===== src/rtl/n_bit_rcpa_if.sv =====
// Operand/result bundle for the registered RCPA approximate adder.
interface n_bit_rcpa_if #(
   parameter int N = 8
);
   logic         in_valid;
   logic [N-1:0] a;
   logic [N-1:0] b;
   logic [N-1:0] sum;
   logic         fn;
   logic [N-1:0] exact_sum;
   logic         err_flag;
   logic         out_valid;

   // Producer side: drives operands, observes results
   modport master (
      output in_valid, a, b,
      input  sum, fn, exact_sum, err_flag, out_valid
   );

   // Adder side: consumes operands, drives results
   modport slave (
      input  in_valid, a, b,
      output sum, fn, exact_sum, err_flag, out_valid
   );
endinterface


===== src/rtl/n_bit_rcpa.sv =====
// N-bit approximate adder: K low bits use a reverse-carry (RCPA) cell,
// the upper bits form an exact ripple-carry adder. One register stage,
// with an exact reference sum and an error flag for accuracy studies.
module n_bit_rcpa #(
   parameter int N    = 8,
   parameter int K    = N / 2,
   parameter int MODE = 1
) (
   input  logic         clk,
   input  logic         rst_n,
   n_bit_rcpa_if.slave  bus
);

   // Unsupported MODE values fall back to the MODE 1 cell
   localparam int MODE_EFF = ((MODE == 2) || (MODE == 3)) ? MODE : 1;

   logic [N-1:0] g;
   logic [N-1:0] p;
   logic [N:0]   r;
   logic         c_k;
   logic         c;
   logic [N-1:0] sum_d;
   logic         fn_d;
   logic [N:0]   exact_d;
   logic         err_d;

   logic [N-1:0] sum_q;
   logic         fn_q;
   logic [N-1:0] exact_sum_q;
   logic         err_flag_q;
   logic         out_valid_q;

   // Combinational approximate sum, exact reference and error detection
   always_comb begin
      g       = bus.a & bus.b;
      p       = bus.a ^ bus.b;
      r       = '0;
      sum_d   = '0;
      c_k     = 1'b0;

      // Reverse carry runs from bit K-1 down to bit 0; r[K] stays 0
      for (int i = N - 1; i >= 0; i--) begin
         if (i < K) begin
            case (MODE_EFF)
               2: begin
                  sum_d[i] = p[i] | r[i+1];
                  r[i]     = g[i] | (p[i] & r[i+1]);
               end
               3: begin
                  sum_d[i] = (bus.a[i] | bus.b[i]) | r[i+1];
                  r[i]     = g[i];
               end
               default: begin
                  sum_d[i] = p[i] ^ r[i+1];
                  r[i]     = g[i] | (p[i] & r[i+1]);
               end
            endcase
         end
      end

      // Carry into the exact part is the generate of the top approximate bit
      for (int i = 0; i < N; i++) begin
         if (i == K - 1) begin
            c_k = g[i];
         end
      end

      // Exact ripple-carry section; with K = N this leaves fn = g[N-1]
      c = c_k;
      for (int i = 0; i < N; i++) begin
         if (i >= K) begin
            sum_d[i] = p[i] ^ c;
            c        = g[i] | (p[i] & c);
         end
      end
      fn_d = c;

      exact_d = {1'b0, bus.a} + {1'b0, bus.b};
      err_d   = ({fn_d, sum_d} != exact_d);
   end

   // Result register: reset clears everything, otherwise capture on valid
   always_ff @(posedge clk) begin
      if (!rst_n) begin
         sum_q       <= '0;
         fn_q        <= 1'b0;
         exact_sum_q <= '0;
         err_flag_q  <= 1'b0;
         out_valid_q <= 1'b0;
      end else begin
         out_valid_q <= bus.in_valid;
         if (bus.in_valid) begin
            sum_q       <= sum_d;
            fn_q        <= fn_d;
            exact_sum_q <= exact_d[N-1:0];
            err_flag_q  <= err_d;
         end
      end
   end

   assign bus.sum       = sum_q;
   assign bus.fn        = fn_q;
   assign bus.exact_sum = exact_sum_q;
   assign bus.err_flag  = err_flag_q;
   assign bus.out_valid = out_valid_q;

endmodule


===== src/flat_wrapper.sv =====
// flat-port wrapper written by rule: the top's interface ports become plain ports
module n_bit_rcpa_flat 
#(
   parameter int N    = 8,
   parameter int K    = N / 2,
   parameter int MODE = 1
)
  (clk, rst_n, bus_in_valid, bus_a, bus_b, bus_sum, bus_fn, bus_exact_sum, bus_err_flag, bus_out_valid);
  n_bit_rcpa_if #(.N(N)) bus_i ();
  input  logic clk;
  input  logic rst_n;
  input wire logic [$bits(bus_i.in_valid)-1:0] bus_in_valid;
  input wire logic [$bits(bus_i.a)-1:0] bus_a;
  input wire logic [$bits(bus_i.b)-1:0] bus_b;
  output wire logic [$bits(bus_i.sum)-1:0] bus_sum;
  output wire logic [$bits(bus_i.fn)-1:0] bus_fn;
  output wire logic [$bits(bus_i.exact_sum)-1:0] bus_exact_sum;
  output wire logic [$bits(bus_i.err_flag)-1:0] bus_err_flag;
  output wire logic [$bits(bus_i.out_valid)-1:0] bus_out_valid;
  assign bus_i.in_valid = bus_in_valid;
  assign bus_i.a = bus_a;
  assign bus_i.b = bus_b;
  assign bus_sum = bus_i.sum;
  assign bus_fn = bus_i.fn;
  assign bus_exact_sum = bus_i.exact_sum;
  assign bus_err_flag = bus_i.err_flag;
  assign bus_out_valid = bus_i.out_valid;
  n_bit_rcpa #(.N(N), .K(K), .MODE(MODE)) u_core (.clk(clk), .rst_n(rst_n), .bus(bus_i));
endmodule

===== config.mk =====
export PLATFORM = sky130hd
export DESIGN_NAME = n_bit_rcpa_flat
export DESIGN_NICKNAME = d
export VERILOG_FILES = /design/src/rtl/n_bit_rcpa_if.sv /design/src/rtl/n_bit_rcpa.sv /design/src/flat_wrapper.sv
export SDC_FILE = /design/constraint.sdc
export NUM_CORES = 1
export LEC_CHECK = 0
export BUFFER_PORTS_ARGS = -buffer_cell sky130_fd_sc_hd__buf_2
export CAP_MARGIN = 20
export CORE_ASPECT_RATIO = 1.75
export CORE_MARGIN = 3
export CORE_UTILIZATION = 50
export CTS_CLUSTER_DIAMETER = 100
export DETAILED_ROUTE_END_ITERATION = 10
export PLACE_DENSITY = 0.78
export REMOVE_ABC_BUFFERS = 1
export SYNTH_ARGS = -nofsm -noshare
export SYNTH_HDL_FRONTEND = slang
export SYNTH_SLANG_ARGS = --single-unit
export TNS_END_PERCENT = 50

===== constraint.sdc =====
create_clock -name clk -period 3.7 [get_ports clk]
set_input_delay 0.925 -clock clk [delete_from_list [all_inputs] [get_ports clk]]
set_output_delay 0.925 -clock clk [all_outputs]
set_load 0.05 [all_outputs]

==> impl_metrics.yaml, run 1 <==
die:
  start_util: 0.538
  rows: 23
  core-area_um2: 2360
  dieWidth_um: 44.1
  io_pins: 38
  dieArea_um2: 3200
  die_y_um: 72.6
min_path:
  hp-start: "u_core.bus.sum[1]"
  hold_end: "u_core.bus.sum[1]"
  worst_hold_path.num_cells: 1
  worstHoldPathType: "reg2reg"
timing:
  fin_crit_ns: 3.43
  tightest_slew_ns: 0.558
  slew_headroom: 0.628
  fin_ws_ns: 0.275
  tns_ns: 0
  hold_viol: 0
  clock.fmax_mhz: 292
  rsz0062_at_grt: "no"
  finalSetupViolCount: 0
  finalMaxSlewViolations: 0
  finalCritPeriodShare: 0.926
  finalClockSkew_ns: 0
setup_path:
  cp-start-kind: "primary input"
  rr_startpoint: "u_core.bus.err_flag"
  r2r_end: "u_core.bus.err_flag"
  required_ns: 3.85
  ff2ff_path_depth: 1
  cpMostUsedCell: "fa_1"
  reg2reg_slack_ns: 3.03
  path_class: "in2reg"
  max_stage_delay_ns: 0.46
  cp_cell_sequence: "buf_2 -> ha_1 -> inv_1 -> fa_1 -> fa_1 -> fa_1 -> inv_1 -> fa_1 -> xnor2_1 -> nand4b_1 -> o221a_1"
  crit_path_end_kind: "flop"
  slowest_stage: "fa_1"
  cp.arrival_ns: 3.58
  cp_max_fo: 4
logic_synthesis:
  yosysWarnings: 0
  syn_area_per_cell_um2: 10.1
  yosysSeqAreaShare: 0.300
  synth-seq-cells: 19
  yosysUniqueCellTypes: 30
  syn_area_um2: 1270
  netlist_instances: 125
clocking:
  cts_tree: "built"
  cts_resized: 0
  post-cts-setup-buffer-count: 0
  clk_pin_slew_ns: 0.07
  clk_path_buf_depth: 2
  ctsHoldBuffers: 0
  clock_sinks: 19
  cts_buffers: 3
  cts_max_level: 1
  cts_root_buf: "clkbuf_8"
  clk_latency_ns: 0.26
detailed_routing:
  viasPerCell: 5.59
  num_vias: 1039
  ant_nets: 0
  drtIter0Drc: 18
  drt-total-wl_um: 2770
  post-route-drc-count: 0
  first_pass_iters: 4
  wl_per_cell_um: 14.9
global_route:
  track_usage: 0.194
  grt_max_degree: 27
  gr-total-overflow: 0
  antenna_found_initial: 0
  grt_pass1_vias: 1063
  grt_pass1_wl_um: 4710
placement:
  gp_congestion: 0.968
  io_buffers: 37
  dp_slack_ns: 0.0735
  place_inst: 182
  dp_hpwl_um: 2190
  placed_cell_area_um2: 1460
finish:
  antenna_cells: 0
  drive_gt1_frac: 0.273
  finalNetCount: 196
  utilization: 0.640
  syn2layout_area_growth_pct: 19.0
  finalNonFillerCells: 186
  fin_area_um2: 1510
pwr:
  p_sw_mw: 0.247
  total_leakage_power_nw: 0.800
  p_sw_frac: 0.383
  ir_worst_vdd_mv: 0.262
  share_comb_of_total_power: 0.410
  p_per_area_nw_per_um2: 427
  p_int_mw: 0.398
  seqPwrFrac: 0.360
  clockPowerShare: 0.230
status:
  status: "complete, no violations"
run:
  maxCapViolations: 0
==> cells in the mapped netlist, drive strengths merged <==
| library cell | instances | area [um^2] |
|---|---|---|
| o21bai | 2 | 15.0 |
| o211ai | 1 | 12.5 |
| ha | 8 | 100 |
| xor2 | 6 | 52.6 |
| a211oi | 1 | 12.5 |
| o221a | 1 | 11.3 |
| nand2 | 8 | 30.0 |
| o211a | 7 | 70.1 |
| inv | 13 | 48.8 |
| nand4b | 1 | 8.76 |
| clkbuf | 2 | 7.51 |
| dfxtp | 19 | 380 |
| and2 | 1 | 6.26 |
| and3 | 1 | 6.26 |
| nand3 | 1 | 5.00 |
| xnor3 | 1 | 22.5 |
| o221ai | 1 | 15.0 |
| o21a | 2 | 15.0 |
| nand2b | 1 | 6.26 |
| nor2b | 12 | 75.1 |
| o2111ai | 1 | 8.76 |
| a311oi | 1 | 8.76 |
| mux2i | 11 | 110 |
| buf | 3 | 13.8 |
| fa | 7 | 140 |
| a21oi | 3 | 15.0 |
| o21ai | 3 | 15.0 |
| nor2 | 1 | 3.75 |
| xnor2 | 6 | 52.6 |
==> cell usage in the layout, fill, tap and decap left out <==
cell type / Yosys / routed
nand2_1: 8 / 8
o221a_1: 1 / 1
o21a_1: 2 / 2
fa_1: 7 / 7
o221ai_2: 1 / 1
xnor3_1: 1 / 1
inv_1: 13 / 13
a311oi_1: 1 / 1
a211oi_2: 1 / 1
xnor2_1: 6 / 6
o2111ai_1: 1 / 1
nor2b_1: 12 / 12
nand3_1: 1 / 1
and3_1: 1 / 1
buf_2: 2 / 37
nand2b_1: 1 / 1
o211ai_2: 1 / 1
mux2i_1: 11 / 11
nor2_1: 1 / 1
nand4b_1: 1 / 1
and2_1: 1 / 1
a21oi_1: 3 / 3
ha_1: 8 / 8
clkbuf_8: 0 / 3
o21ai_1: 3 / 3
o211a_1: 7 / 7
dfxtp_1: 19 / 19
clkinv_2: 0 / 1
xor2_1: 6 / 6
o21bai_1: 2 / 2
==> sequential cells by signal (all words and copies together) (netlist names) <==
signal and count:
u_core.bus.err_flag 1, u_core.bus.sum 8, u_core.bus.fn 1, u_core.bus.out_valid 1, u_core.bus.exact_sum 8
==> critical path, delay by kind of cell <==
family | cells | cell delay, ns
XOR/XNOR | 1 | 0.18
adder cells (fa/ha/maj) | 5 | 1.85
AND/OR/NAND/NOR | 1 | 0.13
AO/OA/AOI/OAI | 1 | 0.23
buffers and inverters | 3 | 0.25
==> area by class of cell <==
cell class,instances,area [um^2]
Sequential cell,19,380
Clock buffer,3,41.3
Fill cell,211,850
Clock inverter,1,5.00
Timing Repair Buffer,37,185
Inverter,13,48.8
Multi-Input combinational cell,88,818
Tap cell,25,31.3
==> logic make-up after synthesis <==
family	count (synthesis)	share of synthesized area
compound gates	23	0.157
fa+ha+maj	15	0.189
mux	11	0.0868
flops	19	0.300
buf+inv	18	0.0552
simple gates	26	0.111
xor+xnor	13	0.101
==> power groups by stage <==
| stage | registers, mW | clock network [mW] | logic (mW) |
|---|---|---|---|
| floorplan | 0.306 | 0 | 0.129 |
| global placement | 0.237 | 0 | 0.256 |
| detailed placement | 0.237 | 0 | 0.264 |
| CTS | 0.232 | 0.155 | 0.265 |
| global route | 0.234 | 0.158 | 0.287 |
| finish | 0.232 | 0.148 | 0.264 |
==> metal layers <==
layer / up-vias / global-route usage / wire (um)
li1: 503 / - / -
met1: 484 / 0.211 / 1020
met2: 39 / 0.346 / 1510
met3: 13 / 0.0370 / 149
met4: 0 / 0.0906 / 97
met5: - / 0 / 0
==> stage by stage <==
stage          hold WS [ns]  total power, mW
4_1_cts               0.480            0.652
2_1_floorplan         0.743            0.435
3_3_place_gp          0.457            0.493
6_report              0.478            0.645
3_5_place_dp          0.461            0.501
5_1_grt               0.489            0.680
==> worst max-delay path by stage <==
stage | from | to | slack [ns] | cells past startpoint
CTS | bus_b[3] | u_core.bus.err_flag | 0.30 | 11
detailed placement | bus_b[3] | u_core.bus.err_flag | 0.07 | 11
floorplan | bus_b[3] | u_core.bus.err_flag | 0.33 | 10
global route | bus_b[3] | u_core.bus.err_flag | 0.21 | 11
global placement | bus_b[3] | u_core.bus.err_flag | 0.17 | 11
finish | bus_b[3] | u_core.bus.err_flag | 0.27 | 11
Note: power is estimated with default switching activity, not from simulation.
==> run 2: changes to the inputs <==
Settings changed: PLACE_DENSITY 0.78 to 0.85.
==> run 2 against run 1 <==
Net effect:
- clock-buffer cell count is the same
- critical path depth stayed put
- sequential cell count unchanged
- power fell by 0.22%
- register-to-register slack about the same
- maximum frequency grew 0.58%
- largest cell class unchanged
- worst hold slack worse by 0.0022 ns
- sequential share of layout area unchanged
- global-route usage is 0.57 points higher
==> impl_metrics.yaml, run 2 (synthesized netlist as in run 1, its figures left out) <==
detailed_routing:
  drt-total-wl_um: 2780
  wl_per_cell_um: 14.9
  num_vias: 1032
  post-route-drc-count: 0
  ant_nets: 0
  viasPerCell: 5.55
  first_pass_iters: 4
  drtIter0Drc: 16
global_route:
  gr-total-overflow: 0
  grt_pass1_wl_um: 4820
  grt_max_degree: 27
  track_usage: 0.199
  antenna_found_initial: 0
  grt_pass1_vias: 1062
clocking:
  cts_tree: "built"
  clk_latency_ns: 0.25
  cts_buffers: 3
  cts_root_buf: "clkbuf_8"
  cts_max_level: 1
  post-cts-setup-buffer-count: 0
  clk_path_buf_depth: 2
  ctsHoldBuffers: 0
  clk_pin_slew_ns: 0.07
  cts_resized: 0
  clock_sinks: 19
finish:
  finalNetCount: 196
  finalNonFillerCells: 186
  final_cell_mix: "buf_2 (37), dfxtp_1 (19), inv_1 (13), nor2b_1 (12), mux2i_1 (11)"
  num-fill-cells: 213
  fin_area_um2: 1510
  antenna_cells: 0
  syn2layout_area_growth_pct: 19.0
  layout_commonest_cell: "buf_2"
  drive_gt1_frac: 0.273
setup_path:
  required_ns: 3.85
  cp_max_fo: 4
  rr_startpoint: "u_core.bus.sum[0]"
  path_class: "in2reg"
  cp-start-kind: "primary input"
  ff2ff_path_depth: 2
  crit_path_end_kind: "flop"
  reg2reg_slack_ns: 3.02
  cp.arrival_ns: 3.55
  r2r_end: "u_core.bus.sum[0]"
status:
  status: "complete, no violations"
timing:
  fin_crit_ns: 3.41
  clock.fmax_mhz: 294
  tns_ns: 0
  finalMaxSlewViolations: 0
  slew_headroom: 0.614
  rsz0062_at_grt: "no"
  finalCritPeriodShare: 0.920
  tightest_slew_ns: 0.579
  finalSetupViolCount: 0
  finalClockSkew_ns: 0
  hold_viol: 0
pwr:
  ir_worst_vdd_mv: 0.212
  total_leakage_power_nw: 0.800
  p_per_area_nw_per_um2: 426
placement:
  dp_hpwl_um: 2160
  io_buffers: 37
  place_inst: 182
  placed_cell_area_um2: 1460
  gp_congestion: 0.868
die:
  die_y_um: 72.6
  start_util: 0.538
  dieArea_um2: 3200
  rows: 23
  core-area_um2: 2360
  dieWidth_um: 44.1
  io_pins: 38
min_path:
  hold_end: "u_core.bus.sum[2]"
  hp-start: "u_core.bus.sum[2]"
  worstHoldPathType: "reg2reg"
  worst_hold_path.num_cells: 1
run:
  maxCapViolations: 0
run 2: through the flow:
stage / hold slack [ns] / util / setup WS (ns) / power (mW)
finish: 0.476 / 0.640 / 0.294 / 0.643
global route: 0.497 / 0.640 / 0.207 / 0.681
global placement: 0.456 / 0.620 / 0.166 / 0.492
CTS: 0.480 / 0.640 / 0.298 / 0.650
detailed placement: 0.467 / 0.620 / 0.0621 / 0.500
floorplan: 0.743 / - / 0.328 / 0.435
run 2: worst max-delay path, stage by stage:
cell and delay [ns]:
buf_2 0.08, ha_1 0.16, inv_1 0.09, fa_1 0.47, fa_1 0.41, fa_1 0.36
inv_1 0.07, fa_1 0.45, xnor2_1 0.19, nand4b_1 0.12, o221a_1 0.22
run 2: how the worst max path moves through the flow:
stage | start | endpoint | slack, ns | cells after the start
6_report | bus_b[3] | u_core.bus.err_flag | 0.29 | 11
5_1_grt | bus_b[3] | u_core.bus.err_flag | 0.21 | 11
4_1_cts | bus_b[3] | u_core.bus.err_flag | 0.30 | 11
3_5_place_dp | bus_b[3] | u_core.bus.err_flag | 0.06 | 11
3_3_place_gp | bus_b[3] | u_core.bus.err_flag | 0.17 | 11
2_1_floorplan | bus_b[3] | u_core.bus.err_flag | 0.33 | 10
run 2: area by class of cell:
class	instances	area, um^2	area share
clock inverter	1	5.00	0.00331
inverter	13	48.8	0.0323
timing repair buffer	37	185	0.123
sequential	19	380	0.252
tap	25	31.3	0.0207
clock buffer	3	41.3	0.0273
multi-input combinational	88	818	0.542
run 2: power breakdown:
group,switching (mW),internal [mW],total (mW)
Sequential,0.00864,0.224,0.233
Clock,0.0712,0.0749,0.146
Combinational,0.166,0.0980,0.264
run 2: per-layer routing:
metal,share of wire,GRT usage,up-vias
met3,0.062,0.0420,12
met4,0.035,0.101,0
met5,0,0,-
met2,0.52,0.336,42
li1,-,-,495
met1,0.38,0.231,483
